--- src/rtl/nmi_apb_pkg.sv ---
// Shared types and constants for the NMI-to-APB bridge.
package nmi_apb_pkg;

    typedef enum logic [1:0] {
        IDLE,
        SETUP,
        ACCESS,
        RESP
    } apb_state_e;

    localparam logic [31:0] APB_ERR_RDATA_DEF = 32'hDEAD_BEEF;

endpackage

--- src/rtl/nmi2apb_bridge.sv ---
// NMI request to APB single-transfer bridge, one transfer outstanding,
// with an optional ACCESS-phase timeout against hung peripherals.
module nmi2apb_bridge
    import nmi_apb_pkg::*;
#(
    parameter int unsigned ADDR_W    = 32,
    parameter int unsigned TIMEOUT   = 1024,
    parameter logic [31:0] ERR_RDATA = APB_ERR_RDATA_DEF
) (
    input  logic              clk_i,
    input  logic              rst_n_i,
    input  logic              nmi_valid_i,
    input  logic [31:0]       nmi_addr_i,
    input  logic [31:0]       nmi_wdata_i,
    input  logic [3:0]        nmi_wstrb_i,
    output logic [31:0]       nmi_rdata_o,
    output logic              nmi_ready_o,
    output logic              psel_o,
    output logic              penable_o,
    output logic              pwrite_o,
    output logic [ADDR_W-1:0] paddr_o,
    output logic [31:0]       pwdata_o,
    output logic [3:0]        pstrb_o,
    input  logic [31:0]       prdata_i,
    input  logic              pready_i,
    input  logic              pslverr_i,
    output logic              err_o
);

    // Keep at least one counter bit so TIMEOUT=0 still elaborates.
    localparam int unsigned     CntW    = (TIMEOUT == 0) ? 1 : $clog2(TIMEOUT + 1);
    localparam logic [CntW-1:0] CntLast = CntW'(TIMEOUT - 1);

    apb_state_e        state_q, state_d;
    logic [CntW-1:0]   cnt_q, cnt_d;
    logic [ADDR_W-1:0] paddr_q, paddr_d;
    logic [31:0]       pwdata_q, pwdata_d;
    logic [3:0]        pstrb_q, pstrb_d;
    logic              pwrite_q, pwrite_d;
    logic [31:0]       rdata_q, rdata_d;
    logic              err_q, err_d;

    always_comb begin
        state_d  = state_q;
        cnt_d    = cnt_q;
        paddr_d  = paddr_q;
        pwdata_d = pwdata_q;
        pstrb_d  = pstrb_q;
        pwrite_d = pwrite_q;
        rdata_d  = rdata_q;
        err_d    = err_q;

        unique case (state_q)
            IDLE: begin
                if (nmi_valid_i) begin
                    paddr_d  = nmi_addr_i[ADDR_W-1:0];
                    pwdata_d = nmi_wdata_i;
                    pstrb_d  = nmi_wstrb_i;
                    pwrite_d = |nmi_wstrb_i;
                    state_d  = SETUP;
                end
            end
            SETUP: state_d = ACCESS;
            ACCESS: begin
                cnt_d = (cnt_q == '1) ? cnt_q : cnt_q + 1'b1;
                if (pready_i) begin
                    rdata_d = pwrite_q ? 32'h0 : (pslverr_i ? ERR_RDATA : prdata_i);
                    err_d   = pslverr_i;
                    state_d = RESP;
                end else if ((TIMEOUT != 0) && (cnt_q == CntLast)) begin
                    rdata_d = pwrite_q ? 32'h0 : ERR_RDATA;
                    err_d   = 1'b1;
                    state_d = RESP;
                end
            end
            RESP: begin
                cnt_d   = '0;
                state_d = IDLE;
            end
            default: state_d = IDLE;
        endcase
    end

    always_ff @(posedge clk_i or negedge rst_n_i) begin
        if (!rst_n_i) begin
            state_q  <= IDLE;
            cnt_q    <= '0;
            paddr_q  <= '0;
            pwdata_q <= '0;
            pstrb_q  <= '0;
            pwrite_q <= 1'b0;
            rdata_q  <= '0;
            err_q    <= 1'b0;
        end else begin
            state_q  <= state_d;
            cnt_q    <= cnt_d;
            paddr_q  <= paddr_d;
            pwdata_q <= pwdata_d;
            pstrb_q  <= pstrb_d;
            pwrite_q <= pwrite_d;
            rdata_q  <= rdata_d;
            err_q    <= err_d;
        end
    end

    // Control outputs decode straight from state so reset drops them at once.
    assign psel_o      = (state_q == SETUP) || (state_q == ACCESS);
    assign penable_o   = (state_q == ACCESS);
    assign nmi_ready_o = (state_q == RESP);
    assign err_o       = (state_q == RESP) && err_q;
    assign nmi_rdata_o = rdata_q;
    assign paddr_o     = paddr_q;
    assign pwdata_o    = pwdata_q;
    assign pstrb_o     = pstrb_q;
    assign pwrite_o    = pwrite_q;

endmodule

--- config.mk ---
export PLATFORM = sky130hd
export DESIGN_NAME = nmi2apb_bridge
export DESIGN_NICKNAME = d
export VERILOG_FILES = /design/src/rtl/nmi_apb_pkg.sv /design/src/rtl/nmi2apb_bridge.sv
export SDC_FILE = /design/constraint.sdc
export NUM_CORES = 1
export LEC_CHECK = 0
export BUFFER_PORTS_ARGS = -buffer_cell sky130_fd_sc_hd__buf_2
export CAP_MARGIN = 30
export CELL_PAD_IN_SITES_DETAIL_PLACEMENT = 1
export CELL_PAD_IN_SITES_GLOBAL_PLACEMENT = 1
export CORE_MARGIN = 8
export CORE_UTILIZATION = 37
export CTS_BUF_LIST = sky130_fd_sc_hd__clkbuf_4 sky130_fd_sc_hd__clkbuf_8
export CTS_CLUSTER_SIZE = 10
export DETAILED_ROUTE_END_ITERATION = 7
export PLACE_DENSITY_LB_ADDON = 0.1
export SETUP_SLACK_MARGIN = 0.5
export SYNTH_ARGS = -nofsm -noshare
export SYNTH_HDL_FRONTEND = slang
export SYNTH_SLANG_ARGS = --single-unit
--- constraint.sdc ---
create_clock -name clk_i -period 2.2 [get_ports clk_i]
set_clock_uncertainty 0.2 [all_clocks]
set_input_delay 0.22 -clock clk_i [delete_from_list [all_inputs] [get_ports clk_i]]
set_output_delay 0.22 -clock clk_i [all_outputs]
set_load 0.01 [all_outputs]
==> metrics.csv, run 1 <==
metric;value;unit
fp.dieW;129.9;um
grt_overflow;0;
setup_tns;0;ns
worstMarginPinSlew;1.039;ns
layout_commonest_cell;buf_2;
cp-start-kind;register;
avgSynthCellArea;12.83;um^2
swShare;0.3706;
cp.arrival;2.14;ns
power_density;1363;nW/um^2
fp.dieArea;16870;um^2
grt_pass1_wl;30960;um
final_cell_mix;204 x buf_2, 108 x dfrtp_1, 101 x dlygate4sd3_1, 53 x mux2_4, 53 x nor2_1;
route.detailed.drc;0;
setup_viol;0;
hold_violations;0;
dp_hpwl;10430;um
p_int;7.519;mW
rows;41;
max_freq;494.1;MHz
synthCells;374;
cp_top_family;flip-flops;
crit_cells;4;
critPathMaxFanout;21;
cts_buffer_depth;2;
cp_cell_sequence;nand4b_1 > o31ai_4 > buf_12 > mux2_2;
clk_pin_slew_worst_paths;0.07;ns
ant_nets;0;
run_status;finished, final reports clean;
cts_buffers;17;
multiInputGateArea;2201;um^2
area_delta_synth_final;82.71;%
clock-root-buffer;clkbuf_8;
io-pin-count;210;
slew_viol_final;0;
gp_congestion;0.7324;
fin_crit_sh;0.9199;
yosysSeqAreaShare;0.5997;
first_pass_iters;4;
r2r_cells;4;
cap_violations;0;
cts_sinks;115;
stdcell_count;926;
p_seq_frac;0.320;
whs_path_depth;3;
seq_area;2887;um^2
power.leakage;4.338;nW
crit_type;register to register;
max_stage_delay;0.50;ns
portBuffers;209;
path_buf_inv;1;
slew_headroom;0.3047;
synth_fp_nets;484;
clock_latency;0.45;ns
hold_path.class;primary input to register;
wl;24660;um
htreeDepth;4;
ys_warn_count;0;
r2r_slack;0.18;ns
start_util;0.3802;
critPathSlowestCell;dfrtp_1;
nFillCells;1258;
clkPwrFrac;0.175;
core;12620;um^2
grt_max_degree;55;
post-route-min-period;2.024;ns
ys_types;31;
rsz0062_at_grt;true;
power_switching;4.428;mW
required;2.32;ns
vias;4714;
yosys_register_bits;115;
power;11.95;mW
num-nets-final;852;
die_height;129.9;um
antenna_found_initial;1;
peakVddDrop;0.8858;mV
utilization;0.6947;
post-place-cells;743;
grt_pass1_vias;5220;
drive_gt1_frac;0.5737;
comb_power_share;0.504;
via_per_inst;5.091;
end_kind;register;
wl_per_cell;26.63;um
netlist_area;4798;um^2
cts_tree;built;
drt_first_iter_violations;269;
grt.total_usage;0.2477;
-- Yosys cell counts --
cell / instances / area [um^2]
a21oi_1: 1 / 5.000
and2_1: 1 / 6.260
nor3_1: 3 / 15.01
nand4b_1: 1 / 8.760
buf_2: 1 / 5.000
a2111o_1: 1 / 11.26
clkbuf_1: 9 / 33.78
nand2b_1: 2 / 12.51
nand4_4: 1 / 21.27
xnor2_1: 4 / 35.03
nand4_1: 5 / 31.28
xor2_1: 3 / 26.28
mux2_1: 1 / 11.26
dfrtp_1: 115 / 2878
o21ai_0: 17 / 85.08
ha_1: 5 / 62.56
inv_1: 14 / 52.55
buf_4: 1 / 7.510
nor4_1: 3 / 18.77
nand3_1: 14 / 70.07
a211o_1: 1 / 8.760
nor3_2: 1 / 10.01
o22a_1: 2 / 17.52
buf_6: 2 / 22.52
mux2i_1: 1 / 10.01
o31ai_4: 1 / 21.27
nor2_1: 53 / 198.9
buf_1: 7 / 26.28
nand2_1: 11 / 41.29
o32ai_1: 1 / 8.760
mux2_2: 92 / 1036
-- final cells by class --
cell class	instances	share of cell area
Timing Repair Buffer	369	0.3439
Sequential cell	115	0.3292
Multi-Input combinational cell	225	0.2510
Clock buffer	25	0.03639
Tap cell	172	0.02455
Clock inverter	5	0.008563
Inverter	14	0.005994
Antenna cell	1	0.0002854
-- routing by layer --
metal,global-route usage,up-vias,part of all wire
li1,-,2015,-
met1,0.2468,2396,0.34
met2,0.4649,227,0.54
met3,0.08486,76,0.074
met4,0.09290,0,0.046
met5,0,-,0
-- path summary, 6_finish.rpt --
path	from	endpoint
setup / recovery	cnt_q[10]	nmi_rdata_o[23]
hold / removal	nmi_valid_i	state_q[0]
setup reg to reg	cnt_q[10]	nmi_rdata_o[23]
hold reg to reg	nmi_rdata_o[16]	nmi_rdata_o[16]
max in group asynchronous	rst_n_i	paddr_o[29]
min in group asynchronous	rst_n_i	nmi_rdata_o[29]
-- registers in the layout (all words and copies together) (netlist names) --
register	count
state_q	2
err_q	1
nmi_rdata_o	32
cnt_q	11
pstrb_o	4
paddr_o	32
pwdata_o	32
pwrite_o	1
-- worst min-delay path, cell delays in order --
cell and delay (ns):
buf_2 0.17, o32ai_4 0.16, a21oi_1 0.10
-- stage by stage --
step	hold slack, ns	cell area [um^2]	setup slack, ns
3_5_place_dp	-0.004743	6112	0.1567
6_report	0.04393	8767	0.1763
3_3_place_gp	-0.008855	6112	0.2142
5_1_grt	0.04682	8767	0.1514
2_1_floorplan	-0.2756	4856	0.2224
4_1_cts	0.02902	8192	0.2740
-- what timing repair did --
action                                  4_1_cts  5_1_grt
setup buffers                                15       21
resized for setup                            53       83
pin swaps                                    11        7
cloned                                       12        3
endpoints found under the setup margin      118      118
hold buffers                                101        0
hold endpoints to repair                    216        0
-- cells by family after synthesis --
group,Yosys count,synth area share
XOR/XNOR,7,0.01278
buffers and inverters,34,0.03077
AO/OA/AOI/OAI,24,0.03286
AND/OR/NAND/NOR,95,0.09048
adder cells (fa/ha/maj),5,0.01304
flip-flops,115,0.5997
multiplexers,94,0.2203
-- power groups by stage --
stage / Combinational [mW] / Clock (mW) / Sequential, mW
floorplan: 1.75 / 0 / 4.05
global placement: 3.73 / 0 / 3.58
detailed placement: 3.84 / 0 / 3.64
CTS: 4.91 / 2.03 / 3.62
global route: 6.33 / 2.19 / 3.92
finish: 6.02 / 2.10 / 3.83
(Power assumes the default switching activity.)
==> run 2, diff against run 1 <==
CAP_MARGIN = 20   (was 30)
PLACE_DENSITY_LB_ADDON = 0.25   (was 0.1)
==> metrics.csv, run 2 (synthesis results as in run 1) <==
metric;value;unit
slew_headroom;0.4441;
power;12.24;mW
pre_cts_slack;0.1263;ns
dp_hpwl;11150;um
start_util;0.3802;
peakVddDrop;0.7998;mV
clock-root-buffer;clkbuf_8;
critPathMaxFanout;12;
critPathSlowestCell;dfrtp_1;
cp_cell_sequence;inv_2 > ha_4 > nand4b_1 > o31ai_4 > buf_6 > buf_12 > mux2_2;
grt_max_degree;46;
worstMarginPinSlew;0.8330;ns
route.detailed.drc;0;
setup_viol;0;
final_cell_mix;205 x buf_2, 109 x dfrtp_1, 101 x dlygate4sd3_1, 67 x mux2_4, 52 x nor2_1;
wl;24190;um
antenna_found_initial;4;
area_delta_synth_final;85.55;%
cts_tree;built;
cts_sinks;115;
setup_tns;0;ns
first_pass_iters;4;
run_status;finished, final reports clean;
cap_violations;0;
nFillCells;1246;
gp_congestion;0.7600;
r2r-end;nmi_rdata_o[0];
hold_violations;0;
io-pin-count;210;
power.leakage;4.405;nW
end_kind;register;
grt_overflow;0;
portBuffers;209;
fp.dieW;129.9;um
whs_path_depth;4;
grt.total_usage;0.2595;
clk_pin_slew_worst_paths;0.07;ns
cts_buffers;17;
required;2.32;ns
crit_type;register to register;
r2r_cells;7;
hold_start;nmi_valid_i;
die_height;129.9;um
fin_ws;0.1543;ns
clock_latency;0.44;ns
rsz0062_at_grt;true;
whs_endpoint;state_q[0];
grt_pass1_wl;32480;um
r2r_slack;0.15;ns
rows;41;
htreeDepth;4;
cts_buffer_depth;2;
r2r_start;state_q[0];
max_freq;488.8;MHz
fin_crit_sh;0.9299;
wl_per_cell;25.88;um
grt_pass1_vias;5547;
drt_first_iter_violations;224;
stdcell_count;935;
post-place-cells;746;
via_per_inst;5.020;
fp.dieArea;16870;um^2
power_density;1374;nW/um^2
cp.arrival;2.17;ns
num-nets-final;856;
post-route-min-period;2.046;ns
core;12620;um^2
max_stage_delay;0.39;ns
drive_gt1_frac;0.5758;
layout_commonest_cell;buf_2;
hold_path.class;primary input to register;
vias;4694;
ant_nets;0;
cp-start-kind;register;
slew_viol_final;0;
-- run 2: what timing repair did --
item                                    CTS  global route
endpoints found under the setup margin  116           115
gates cloned                             10             4
gates resized for setup                  49           104
hold buffers                            101             0
buffers inserted                         24            14
pin swaps                                13             9
endpoints found under the hold margin   140             0
-- run 2: layout make-up --
type | instances | area, um^2 | share of cell area
Antenna cell | 4 | 10.01 | 0.001124
Clock buffer | 20 | 269.0 | 0.03021
Clock inverter | 12 | 156.4 | 0.01757
Inverter | 14 | 52.55 | 0.005902
Multi-Input combinational cell | 225 | 2263 | 0.2542
Sequential cell | 115 | 2885 | 0.3241
Tap cell | 172 | 215.2 | 0.02417
Timing Repair Buffer | 373 | 3052 | 0.3427
-- run 2: through the flow --
stage | util | hold slack (ns) | area, um^2
5_1_grt | 0.7055 | 0.1024 | 8904
3_3_place_gp | 0.4871 | 0.04039 | 6147
6_report | 0.7055 | 0.08857 | 8904
2_1_floorplan | - | -0.2756 | 4856
3_5_place_dp | 0.4871 | 0.06204 | 6147
4_1_cts | 0.6564 | 0.02355 | 8283
-- run 2: worst max path at each step --
stage                                  to  cells after the start  slack [ns]        from
after floorplan            nmi_rdata_o[0]                      6        0.22  state_q[0]
after global placement    nmi_rdata_o[27]                      6        0.20  state_q[0]
after detailed placement  nmi_rdata_o[27]                      6        0.13  state_q[0]
after CTS                 nmi_rdata_o[23]                      7        0.23  state_q[0]
after global routing       nmi_rdata_o[3]                      7         0.1  state_q[0]
final                      nmi_rdata_o[0]                      7        0.15  state_q[0]
-- run 2: metal layers --
metal	up-vias	share of wire	track usage
met5	-	0	0
met4	0	0.028	0.09290
met3	50	0.076	0.09384
met2	206	0.53	0.4827
met1	2406	0.36	0.2609
li1	2032	-	-
-- run 2: worst max-delay path: cells and delay by family (launching register included) --
family	cells	cell delay, ns
muxes	1	0.35
DFF	1	0.39
buffers and inverters	3	0.39
adders and majority gates	1	0.13
and+or+nand+nor	1	0.16
AOI/OAI and AO/OA	1	0.30
-- run 2: report_power, final --
| part | switching [mW] | internal [mW] |
|---|---|---|
| combinational | 2.78 | 3.42 |
| clock | 0.977 | 1.19 |
| sequential | 0.762 | 3.11 |
| total | 4.52 | 7.72 |
==> run 3, diff against run 2 <==
CAP_MARGIN = unset   (was 20)
CORE_UTILIZATION = 40   (was 37)
clock period = 2.4 ns   (was 2.2 ns; I/O delays follow)
==> metrics.csv, run 3 (synthesis results as in run 1) <==
metric;value;unit
run_status;finished, final reports clean;
start_util;0.4045;
worstMarginPinSlew;0.5824;ns
cp_cell_sequence;inv_2 > ha_4 > nand4b_1 > o31ai_4 > buf_6 > clkbuf_16 > mux2_2;
end_kind;register;
post-route-min-period;2.090;ns
fin_crit_sh;0.8707;
grt_pass1_vias;5212;
critPathSlowestCell;dfrtp_1;
max_stage_delay;0.42;ns
fp.dieArea;15760;um^2
antenna_found_initial;1;
area_delta_synth_final;70.33;%
cts_buffers;17;
rsz0062_at_grt;true;
final_cell_mix;206 x buf_2, 113 x dfrtp_1, 100 x dlygate4sd3_1, 81 x mux2_2, 52 x nor2_1;
route.detailed.drc;0;
cts_buffer_depth;2;
hold_path.class;primary input to register;
wl;22080;um
cp-startpoint;state_q[0];
required;2.50;ns
drt_first_iter_violations;179;
finalHoldWorstSlack;0.02123;ns
clk_pin_slew_worst_paths;0.07;ns
cp.arrival;2.19;ns
critPathMaxFanout;5;
dp_hpwl;10340;um
slew_headroom;0.6113;
via_per_inst;5.177;
r2r_start;state_q[0];
hold_violations;0;
grt_overflow;0;
cp-start-kind;register;
die_height;125.5;um
r2r-end;nmi_rdata_o[1];
nFillCells;1184;
cts_tree;built;
setup_tns;0;ns
fin_ws;0.3104;ns
cts_sinks;115;
clock_latency;0.43;ns
ant_nets;0;
first_pass_iters;4;
core;11860;um^2
io-pin-count;210;
cap_violations;0;
grt.total_usage;0.2466;
slew_viol_final;0;
r2r_cells;7;
clock-root-buffer;clkbuf_8;
max_freq;478.6;MHz
fp.dieW;125.5;um
num-nets-final;838;
post-place-cells;717;
grt_max_degree;56;
stdcell_count;886;
power;10.12;mW
peakVddDrop;0.6582;mV
rows;40;
vias;4587;
layout_commonest_cell;buf_2;
setup_viol;0;
pre_cts_slack;0.2155;ns
power.leakage;3.935;nW
r2r_slack;0.31;ns
cp-endpoint;nmi_rdata_o[1];
crit_type;register to register;
wl_per_cell;24.92;um
drive_gt1_frac;0.5420;
power_density;1239;nW/um^2
grt_pass1_wl;29980;um
htreeDepth;4;
portBuffers;209;
gp_congestion;0.7554;
[run 3: cell count changes in the layout (fill, tap and decap cells not counted), moves of 4 or more]
cell        delta
dfrtp_1        +4
nand3_1        +7
mux2_4        -55
o21ai_1        +5
buf_16         -6
mux2_2        +56
clkinvlp_4     -4
o21ai_2        -6
buf_12         -7
buf_6          -5
dfrtp_2        -4
nand3_4        -4
[run 3: per-layer routing]
| metal | up-vias | global-route usage | part of all wire |
|---|---|---|---|
| met2 | 211 | 0.4387 | 0.54 |
| met1 | 2334 | 0.2554 | 0.35 |
| met3 | 48 | 0.08882 | 0.070 |
| li1 | 1994 | - | - |
| met5 | - | 0 | 0 |
| met4 | 0 | 0.1103 | 0.033 |
[run 3: timing repair]
action                                  4_1_cts  5_1_grt
pin swaps                                     4        6
resized for setup                            15       47
endpoints found under the setup margin      109       96
cloned                                        5        6
hold endpoints to repair                    135        0
setup buffers                                11       17
hold buffers                                100        0
[run 3: final cells by class]
type                    instances  area [um^2]  share of cell area
multi-input cells             225         1963              0.2402
clock buffers                  23        297.8             0.03644
well taps                     147        183.9             0.02250
flip-flops and latches        115         2880              0.3524
clock inverters                 6        80.08            0.009798
repair buffers                355         2713              0.3319
diodes                          1        2.502           0.0003062
inverters                      14        52.55            0.006430
[run 3: where the power goes]
group | switching [mW] | total, mW | leakage (nW) | internal [mW]
registers | 0.654 | 3.50 | 1.39 | 2.84
clock network | 0.796 | 1.81 | 0.202 | 1.02
logic | 2.31 | 4.81 | 2.34 | 2.51
[run 3: through the flow]
| stage | util | area (um^2) |
|---|---|---|
| 3_3_place_gp | 0.5099 | 6048 |
| 2_1_floorplan | - | 4822 |
| 3_5_place_dp | 0.5099 | 6048 |
| 5_1_grt | 0.6890 | 8173 |
| 6_report | 0.6890 | 8173 |
| 4_1_cts | 0.6500 | 7710 |
[run 3: critical path: cells and delay by family, from the launching register on]
| family | cells | cell delay (ns) |
|---|---|---|
| compound gates | 1 | 0.27 |
| fa+ha+maj | 1 | 0.15 |
| buf+inv | 3 | 0.44 |
| flops | 1 | 0.42 |
| mux | 1 | 0.33 |
| simple gates | 1 | 0.17 |
[run 3: worst min path at each step]
stage	slack, ns	from	depth (start not counted)	endpoint
after CTS	0.004	prdata_i[0]	4	nmi_rdata_o[0]
final	0.02	prdata_i[23]	4	nmi_rdata_o[23]
after global placement	0.04	rst_n_i	1	nmi_rdata_o[14]
after detailed placement	0.04	rst_n_i	1	nmi_rdata_o[8]
after global routing	0.02	prdata_i[23]	4	nmi_rdata_o[23]
after floorplan	-0.26	rst_n_i	0	cnt_q[0]
